## src/rtl/sys_cmd_pkg.sv

```systemverilog
// Shared opcodes, FSM states and response constants for sys_cmd_ctrl.
// Consumed by sys_cmd_ctrl and sys_cmd_tx_ser.
package sys_cmd_pkg;

    localparam logic [7:0] OPC_RF_WR   = 8'hAA;
    localparam logic [7:0] OPC_RF_RD   = 8'hBB;
    localparam logic [7:0] OPC_ALU_OP  = 8'hCC;
    localparam logic [7:0] OPC_ALU_NOP = 8'hDD;

    localparam int OPA_ADDR = 0;
    localparam int OPB_ADDR = 1;

    localparam logic [1:0] RSP_RD_BYTES  = 2'd1;
    localparam logic [1:0] RSP_ALU_BYTES = 2'd2;

    typedef enum logic [3:0] {
        ST_IDLE,
        ST_WR_ADDR,
        ST_WR_DATA,
        ST_RD_ADDR,
        ST_RD_WAIT,
        ST_OP_A,
        ST_OP_B,
        ST_ALU_FUN,
        ST_ALU_WAIT,
        ST_TX_SEND
    } state_e;

    // States that sit mid-frame waiting for the next RX byte.
    function automatic logic is_collect(input state_e s);
        return s inside {ST_WR_ADDR, ST_WR_DATA, ST_RD_ADDR,
                         ST_OP_A, ST_OP_B, ST_ALU_FUN};
    endfunction

endpackage

```

## src/rtl/sys_cmd_tx_ser.sv

```systemverilog
// Two-entry response holder; pushes bytes LSB-first into the TX FIFO.
// A push is issued only with FIFO_FULL low, one byte every other cycle.
module sys_cmd_tx_ser
    import sys_cmd_pkg::*;
#(
    parameter int DATA_WIDTH = 8
) (
    input  logic                  clk,
    input  logic                  rst,
    input  logic                  load,
    input  logic [1:0]            nbytes,
    input  logic [DATA_WIDTH-1:0] byte0,
    input  logic [DATA_WIDTH-1:0] byte1,
    input  logic                  fifo_full,
    output logic                  busy,
    output logic [DATA_WIDTH-1:0] wr_data,
    output logic                  wr_inc
);

    logic [1:0]            cnt;
    logic [DATA_WIDTH-1:0] hi;

    assign busy = (cnt != 2'd0);

    // The idle cycle between pushes lets the full flag reflect the last write.
    always_ff @(posedge clk or posedge rst) begin
        if (rst) begin
            cnt     <= 2'd0;
            hi      <= '0;
            wr_data <= '0;
            wr_inc  <= 1'b0;
        end else begin
            wr_inc <= 1'b0;
            if (load) begin
                cnt     <= nbytes;
                hi      <= byte1;
                wr_data <= byte0;
            end else if (wr_inc) begin
                cnt <= cnt - 1'b1;
                if (cnt == RSP_ALU_BYTES) wr_data <= hi;
            end else if (busy && !fifo_full) begin
                wr_inc <= 1'b1;
            end
        end
    end

endmodule

```

## src/rtl/sys_cmd_ctrl.sv

```systemverilog
// Command-frame controller: RX frames -> RF access / ALU ops -> TX bytes.
// Optional inter-byte timeout enabled by defining SYS_CMD_TIMEOUT_EN.
module sys_cmd_ctrl
    import sys_cmd_pkg::*;
#(
    parameter int DATA_WIDTH     = 8,
    parameter int ADDR_WIDTH     = 4,
    parameter int FUN_WIDTH      = 4,
    parameter int TIMEOUT_CYCLES = 1024
) (
    input  logic                    CLK,
    input  logic                    RST,
    input  logic [DATA_WIDTH-1:0]   RX_P_DATA,
    input  logic                    RX_D_VLD,
    input  logic                    FIFO_FULL,
    output logic [DATA_WIDTH-1:0]   WR_DATA,
    output logic                    WR_INC,
    output logic                    RF_WrEn,
    output logic                    RF_RdEn,
    output logic [ADDR_WIDTH-1:0]   RF_Address,
    output logic [DATA_WIDTH-1:0]   RF_WrData,
    input  logic [DATA_WIDTH-1:0]   RF_RdData,
    input  logic                    RF_RdData_VLD,
    output logic                    ALU_EN,
    output logic [FUN_WIDTH-1:0]    ALU_FUN,
    input  logic [2*DATA_WIDTH-1:0] ALU_OUT,
    input  logic                    ALU_OUT_VLD,
    output logic                    CLKG_EN,
    output logic                    CLKDIV_EN,
    output logic                    FRAME_ERR
);

    state_e                state;
    logic [ADDR_WIDTH-1:0] addr_q;
    logic                  byte_drop;
    logic                  to_hit;
    logic                  tx_load;
    logic                  tx_busy;
    logic [1:0]            tx_n;
    logic [DATA_WIDTH-1:0] tx_b0;
    logic [DATA_WIDTH-1:0] tx_b1;

    assign byte_drop = RX_D_VLD && !is_collect(state) && (state != ST_IDLE);

    always_comb begin
        tx_load = 1'b0;
        tx_n    = RSP_RD_BYTES;
        tx_b0   = RF_RdData;
        tx_b1   = '0;
        if (state == ST_RD_WAIT && RF_RdData_VLD) begin
            tx_load = 1'b1;
        end else if (state == ST_ALU_WAIT && ALU_OUT_VLD) begin
            tx_load = 1'b1;
            tx_n    = RSP_ALU_BYTES;
            tx_b0   = ALU_OUT[DATA_WIDTH-1:0];
            tx_b1   = ALU_OUT[2*DATA_WIDTH-1:DATA_WIDTH];
        end
    end

`ifdef SYS_CMD_TIMEOUT_EN
    localparam int TW = $clog2(TIMEOUT_CYCLES + 1);

    logic [TW-1:0] to_cnt;

    assign to_hit = is_collect(state) && !RX_D_VLD
                 && (to_cnt == TW'(TIMEOUT_CYCLES - 1));

    always_ff @(posedge CLK or posedge RST) begin
        if (RST) begin
            to_cnt <= '0;
        end else if (is_collect(state) && !RX_D_VLD && !to_hit) begin
            to_cnt <= to_cnt + 1'b1;
        end else begin
            to_cnt <= '0;
        end
    end
`else
    // No timeout: a partial frame waits indefinitely for its next byte.
    assign to_hit = (TIMEOUT_CYCLES < 0);
`endif

    always_ff @(posedge CLK or posedge RST) begin
        if (RST) begin
            state      <= ST_IDLE;
            addr_q     <= '0;
            RF_WrEn    <= 1'b0;
            RF_RdEn    <= 1'b0;
            RF_Address <= '0;
            RF_WrData  <= '0;
            ALU_EN     <= 1'b0;
            ALU_FUN    <= '0;
            CLKG_EN    <= 1'b0;
            CLKDIV_EN  <= 1'b1;
            FRAME_ERR  <= 1'b0;
        end else begin
            RF_WrEn   <= 1'b0;
            RF_RdEn   <= 1'b0;
            ALU_EN    <= 1'b0;
            CLKDIV_EN <= 1'b1;
            FRAME_ERR <= byte_drop;
            if (to_hit) begin
                state     <= ST_IDLE;
                FRAME_ERR <= 1'b1;
            end else begin
                unique case (state)
                    ST_IDLE: begin
                        if (RX_D_VLD) begin
                            unique case (1'b1)
                                RX_P_DATA == DATA_WIDTH'(OPC_RF_WR):
                                    state <= ST_WR_ADDR;
                                RX_P_DATA == DATA_WIDTH'(OPC_RF_RD):
                                    state <= ST_RD_ADDR;
                                RX_P_DATA == DATA_WIDTH'(OPC_ALU_OP):
                                    state <= ST_OP_A;
                                RX_P_DATA == DATA_WIDTH'(OPC_ALU_NOP):
                                    state <= ST_ALU_FUN;
                                default:
                                    FRAME_ERR <= 1'b1;
                            endcase
                        end
                    end
                    ST_WR_ADDR: begin
                        if (RX_D_VLD) begin
                            addr_q <= RX_P_DATA[ADDR_WIDTH-1:0];
                            state  <= ST_WR_DATA;
                        end
                    end
                    ST_WR_DATA: begin
                        if (RX_D_VLD) begin
                            RF_WrEn    <= 1'b1;
                            RF_Address <= addr_q;
                            RF_WrData  <= RX_P_DATA;
                            state      <= ST_IDLE;
                        end
                    end
                    ST_RD_ADDR: begin
                        if (RX_D_VLD) begin
                            RF_RdEn    <= 1'b1;
                            RF_Address <= RX_P_DATA[ADDR_WIDTH-1:0];
                            state      <= ST_RD_WAIT;
                        end
                    end
                    ST_RD_WAIT: begin
                        if (RF_RdData_VLD) state <= ST_TX_SEND;
                    end
                    ST_OP_A: begin
                        if (RX_D_VLD) begin
                            RF_WrEn    <= 1'b1;
                            RF_Address <= ADDR_WIDTH'(OPA_ADDR);
                            RF_WrData  <= RX_P_DATA;
                            state      <= ST_OP_B;
                        end
                    end
                    ST_OP_B: begin
                        if (RX_D_VLD) begin
                            RF_WrEn    <= 1'b1;
                            RF_Address <= ADDR_WIDTH'(OPB_ADDR);
                            RF_WrData  <= RX_P_DATA;
                            state      <= ST_ALU_FUN;
                        end
                    end
                    ST_ALU_FUN: begin
                        if (RX_D_VLD) begin
                            ALU_EN  <= 1'b1;
                            ALU_FUN <= RX_P_DATA[FUN_WIDTH-1:0];
                            CLKG_EN <= 1'b1;
                            state   <= ST_ALU_WAIT;
                        end
                    end
                    ST_ALU_WAIT: begin
                        if (ALU_OUT_VLD) begin
                            CLKG_EN <= 1'b0;
                            state   <= ST_TX_SEND;
                        end
                    end
                    ST_TX_SEND: begin
                        if (!tx_busy) state <= ST_IDLE;
                    end
                    default: state <= ST_IDLE;
                endcase
            end
        end
    end

    sys_cmd_tx_ser #(
        .DATA_WIDTH(DATA_WIDTH)
    ) u_tx_ser (
        .clk      (CLK),
        .rst      (RST),
        .load     (tx_load),
        .nbytes   (tx_n),
        .byte0    (tx_b0),
        .byte1    (tx_b1),
        .fifo_full(FIFO_FULL),
        .busy     (tx_busy),
        .wr_data  (WR_DATA),
        .wr_inc   (WR_INC)
    );

endmodule

```

## config.mk

```make
export PLATFORM = sky130hd
export DESIGN_NAME = sys_cmd_ctrl
export DESIGN_NICKNAME = d
export VERILOG_FILES = /design/src/rtl/sys_cmd_pkg.sv /design/src/rtl/sys_cmd_tx_ser.sv /design/src/rtl/sys_cmd_ctrl.sv
export SDC_FILE = /design/constraint.sdc
export NUM_CORES = 1
export LEC_CHECK = 0
export CAP_MARGIN = 20
export CORE_AREA = 10 10 110 112
export CTS_CLUSTER_DIAMETER = 200
export DETAILED_ROUTE_END_ITERATION = 10
export DIE_AREA = 0 0 120 122
export PLACE_DENSITY = 0.5
export SETUP_SLACK_MARGIN = 0.2
export SYNTH_ARGS = -nofsm -noshare
export SYNTH_HDL_FRONTEND = slang
export SYNTH_HIERARCHICAL = 1
export SYNTH_SLANG_ARGS = --single-unit
```

## constraint.sdc

```tcl
create_clock -name CLK -period 2.4 [get_ports CLK]
set_input_delay 0.24 -clock CLK [delete_from_list [all_inputs] [get_ports CLK]]
set_output_delay 0.24 -clock CLK [all_outputs]
set_load 0.02 [all_outputs]
```

==> out/qor.log <==
[pwr] share of total power consumed by net switching 38.5%
[clock_network] clk sink count 48
[sta] fin crit share 82.4%
[global_route] maximum number of pins on one net before global-route repair 38
[clock_network] number of buffers inserted for hold repair after clock tree synthesis 0
[pwr] register share of total power 34.1%
[global_route] Overflow after GRT 0
[yosys] net count after synthesis 268
[pwr] Pwr Density 1100 mW/mm^2
[floorplanning] num ports 69
[cells_and_area] combined area of the multi-input logic cells 0.00125 mm^2
[critical_path] worst setup path class flop to flop
[drt] Via density 4.46
[yosys] number of synthesized flops with an enable pin 0
[sta] final worst hold slack 0.339 ns
[yosys] most instantiated flip-flop cell in the synthesis netlist sky130_fd_sc_hd__dfrtp_1
[floorplanning] core area 0.0100 mm^2
[pwr] PnR Total Power 0.00388 W
[yosys] multiplexer area fraction after synthesis 16.7%
[yosys] gate count of the mapped netlist 228
[pwr] Leakage 1.44 nW
[clock_network] clock tree from TritonCTS built
[sta] final-report setup violation count 0
[pwr] combinational fraction of design power 53.1%
[clock_network] total clock buffers created by CTS 5
[critical_path] startpoint of the worst register-to-register path state[0]
[drt] total DRC errors in the routed layout 0
[drt] wire length after detailed routing 6800 um
[yosys] simple-gate area share of the yosys netlist 15.7%
[cells_and_area] relative area change from synthesis to final layout 34.9%
[drt] vias after detailed routing 1926
[sta] max-slew violation count 0
[yosys] number of warning messages in the yosys log 6
[yosys] library cell occupying the most area in the post-synthesis netlist sky130_fd_sc_hd__dfrtp_1
[pwr] Max rail drop VDD 0.354 mV
[critical_path] Worst setup EP type flop
[yosys] proportion of register bits with asynchronous set or reset after synthesis 100%
[yosys] Synth Area per Inst 11.5 um^2
[pwr] net switching power 0.00149 W
[pwr] portion of total power attributed to the clock network 12.8%
[cells_and_area] Fillers 1025
[sta] timing-limited maximum frequency 505 MHz
[yosys] post-synth cell types 47
[cells_and_area] count of nets after finishing 335
[floorplanning] effective utilization at floorplan 26.1%
[clock_network] count of H-tree levels built during CTS 2
[clock_network] clock latency reported for the late side of the worst-skew pair 0.30 ns
[sta] clock period minus worst slack 1.98 ns
[yosys] Cell Area, Synth 0.00262 mm^2
[place] post-DP HPWL 5060 um
[drt] per-cell routed wire length 15.7 um
[sta] transition time at the pin with the least slew margin 0.769 ns
[critical_path] element type at the critical path start flop
[clock_network] Clk Tree Root Cell sky130_fd_sc_hd__clkbuf_8
[sta] final hold violations 0
[critical_path] worst setup slack for register-to-register paths 0.42 ns
[yosys] Post-Synth XOR/XNOR Area 1.34%
[floorplanning] floorplan die height 122 um
[yosys] register bit total from synthesis 48
[drt] remaining number of nets flagged by the antenna check after routing 0
[drt] number of iterations in the first detailed-routing pass 4
[run] max capacitance violation total 0
[sta] setup TNS 0 ns
[clock_network] number of instances resized during post-cts repair 0
[place] GPL Wtd Cong 0.768
[sta] RSZ-0062 raised after global routing false
[yosys] complex-gate fraction of the synthesized area 12.3%
[critical_path] data arrival time of the critical path 2.17 ns
[yosys] share of the yosys chip area belonging to registers 45.8%
[sta] normalized max-slew margin 48.7%
[global_route] number of antenna violations at the first check in global routing 0
[drt] Initial DRC Count 99
[yosys] cell types occupying the most area after synthesis sky130_fd_sc_hd__dfrtp_1 (46%), sky130_fd_sc_hd__mux2_2 (16%), sky130_fd_sc_hd__o311ai_2 (5.0%)
[sta] final setup skew 0.00468 ns
[global_route] number of global-route vias before repair 2014
[yosys] most numerous cell types in the synthesized netlist sky130_fd_sc_hd__dfrtp_1 (48), sky130_fd_sc_hd__mux2_2 (37), sky130_fd_sc_hd__inv_1 (16), sky130_fd_sc_hd__nand2_1 (16), sky130_fd_sc_hd__and2_1 (11)
[yosys] most frequently used cell type in the post-synthesis netlist sky130_fd_sc_hd__dfrtp_1
[floorplanning] x dimension of the die 120 um
[critical_path] endpoint of the lowest-slack register-to-register path RF_WrData[1]
[yosys] combinational family with the most area after synthesis multiplexers
[floorplanning] number of rows created at floorplan 37
[outcome] run status finished, final reports clean
[clock_network] clock buffer depth 2
[clock_network] post-CTS setup buffer count 0
[global_route] wire length of the first global-routing pass 11000 um
[critical_path] data required time of the critical path 2.59 ns
[global_route] total track usage 9.25%
[pwr] Pint 0.00238 W
[cells_and_area] footprint of the flip-flops and latches 0.00120 mm^2
[floorplanning] Die Area 0.0146 mm^2
[place] Port Buf Inserts 67
[clock_network] Clk pin slew, worst setup/hold paths 0.09 ns
[min_path] Hold WC Path Type input pin to asynchronous set/reset pin
[critical_path] Reg2Reg Depth 6
[cells_and_area] diode count 0
[cells_and_area] fraction of layout instances using a drive strength above 1 24.3%
[yosys] share of the synthesized area in the top cell type 45.8%
[critical_path] Max FO, Critical Path 10
[yosys] adder-cell share of the synthesized area 0.954%
## per-layer routing
| layer | track usage, % | vias up | part of all wire, % |
|---|---|---|---|
| met5 | 0 | - | 0 |
| met4 | 2.94 | 0 | 0.79 |
| met3 | 2.08 | 2 | 3.4 |
| met2 | 15.0 | 33 | 48 |
| met1 | 12.0 | 955 | 48 |
| li1 | - | 936 | - |
## flip-flops by register name (all words and copies together) (netlist names), 2 cells and up
signal            count
ALU_FUN               4
RF_Address            4
RF_WrData             8
addr_q                4
state                 4
u_tx_ser/cnt          2
u_tx_ser/hi           8
u_tx_ser/wr_data      8
## cell type report
type	instances	share of cell area, %
Tap cell	136	4.81
Inverter	16	1.70
Multi-Input combinational cell	146	35.3
Timing Repair Buffer	78	21.6
Clock inverter	3	0.672
Clock buffer	5	1.94
Sequential cell	48	33.9
## how the worst max path moves through the flow
stage | startpoint | to | slack [ns] | cells past startpoint
CTS | RX_P_DATA[1] | state[0] | 0.43 | 5
finish | state[0] | RF_WrData[1] | 0.42 | 6
global route | state[0] | RF_WrData[5] | 0.23 | 6
detailed placement | RX_P_DATA[1] | state[0] | 0.11 | 5
global placement | RX_P_DATA[1] | state[0] | 0.14 | 5
floorplan | state[0] | u_tx_ser/wr_data[0] | 0.54 | 7
## critical path, cell delays in order (launching register included)
cell and delay [ns]:
sky130_fd_sc_hd__dfrtp_1 0.51, sky130_fd_sc_hd__buf_4 0.23, sky130_fd_sc_hd__nand2_1 0.09, sky130_fd_sc_hd__mux2_2 0.27
sky130_fd_sc_hd__nor3b_1 0.20, sky130_fd_sc_hd__buf_4 0.22, sky130_fd_sc_hd__mux2_2 0.35
## cell families (layout without fill, tap and decap cells)
logic type,after synthesis,count (layout)
and+or+nand+nor,66,66
DFF,48,48
muxes,39,39
AOI/OAI and AO/OA,34,34
buffers and inverters,34,102
xor gates and xnor gates,4,4
adders and majority gates,2,2
other,1,1
## through the flow
| stage | utilization [%] | setup slack [ns] | instances | cell area [um^2] |
|---|---|---|---|---|
| 2_1_floorplan | - | 0.540 | 228 | 2620 |
| 3_3_place_gp | 34.3 | 0.140 | 424 | 3450 |
| 3_5_place_dp | 34.3 | 0.109 | 424 | 3450 |
| 4_1_cts | 35.2 | 0.431 | 432 | 3540 |
| 5_1_grt | 35.2 | 0.234 | 432 | 3540 |
| 6_report | 35.2 | 0.422 | 432 | 3540 |
## power groups by stage
stage | clock network [W] | logic [W] | registers, W
floorplan | 0 | 0.00111 | 0.00154
global placement | 0 | 0.00208 | 0.00133
detailed placement | 0 | 0.00209 | 0.00134
CTS | 0.000520 | 0.00210 | 0.00132
global route | 0.000547 | 0.00223 | 0.00137
finish | 0.000494 | 0.00206 | 0.00132
## placed cells by master, fill, tap and decap left out, drive strengths merged, types with 2 or more instances in the layout
cell	netlist	routed
dfrtp	48	48
nand4b	8	8
clkinvlp	0	2
nand2b	4	4
a211oi	3	3
clkbuf	2	5
buf	16	11
nor4bb	3	3
nor4	2	2
a22o	4	4
nand2	16	16
nor3	3	3
mux2	39	39
o21ai	4	4
and2	12	12
nor2	6	6
nor3b	2	2
nor2b	3	3
ha	2	2
clkdlybuf4s50	0	67
inv	16	16
a21oi	4	4
o311ai	8	8
xnor2	4	4
Note: power is estimated with default switching activity, not from simulation.
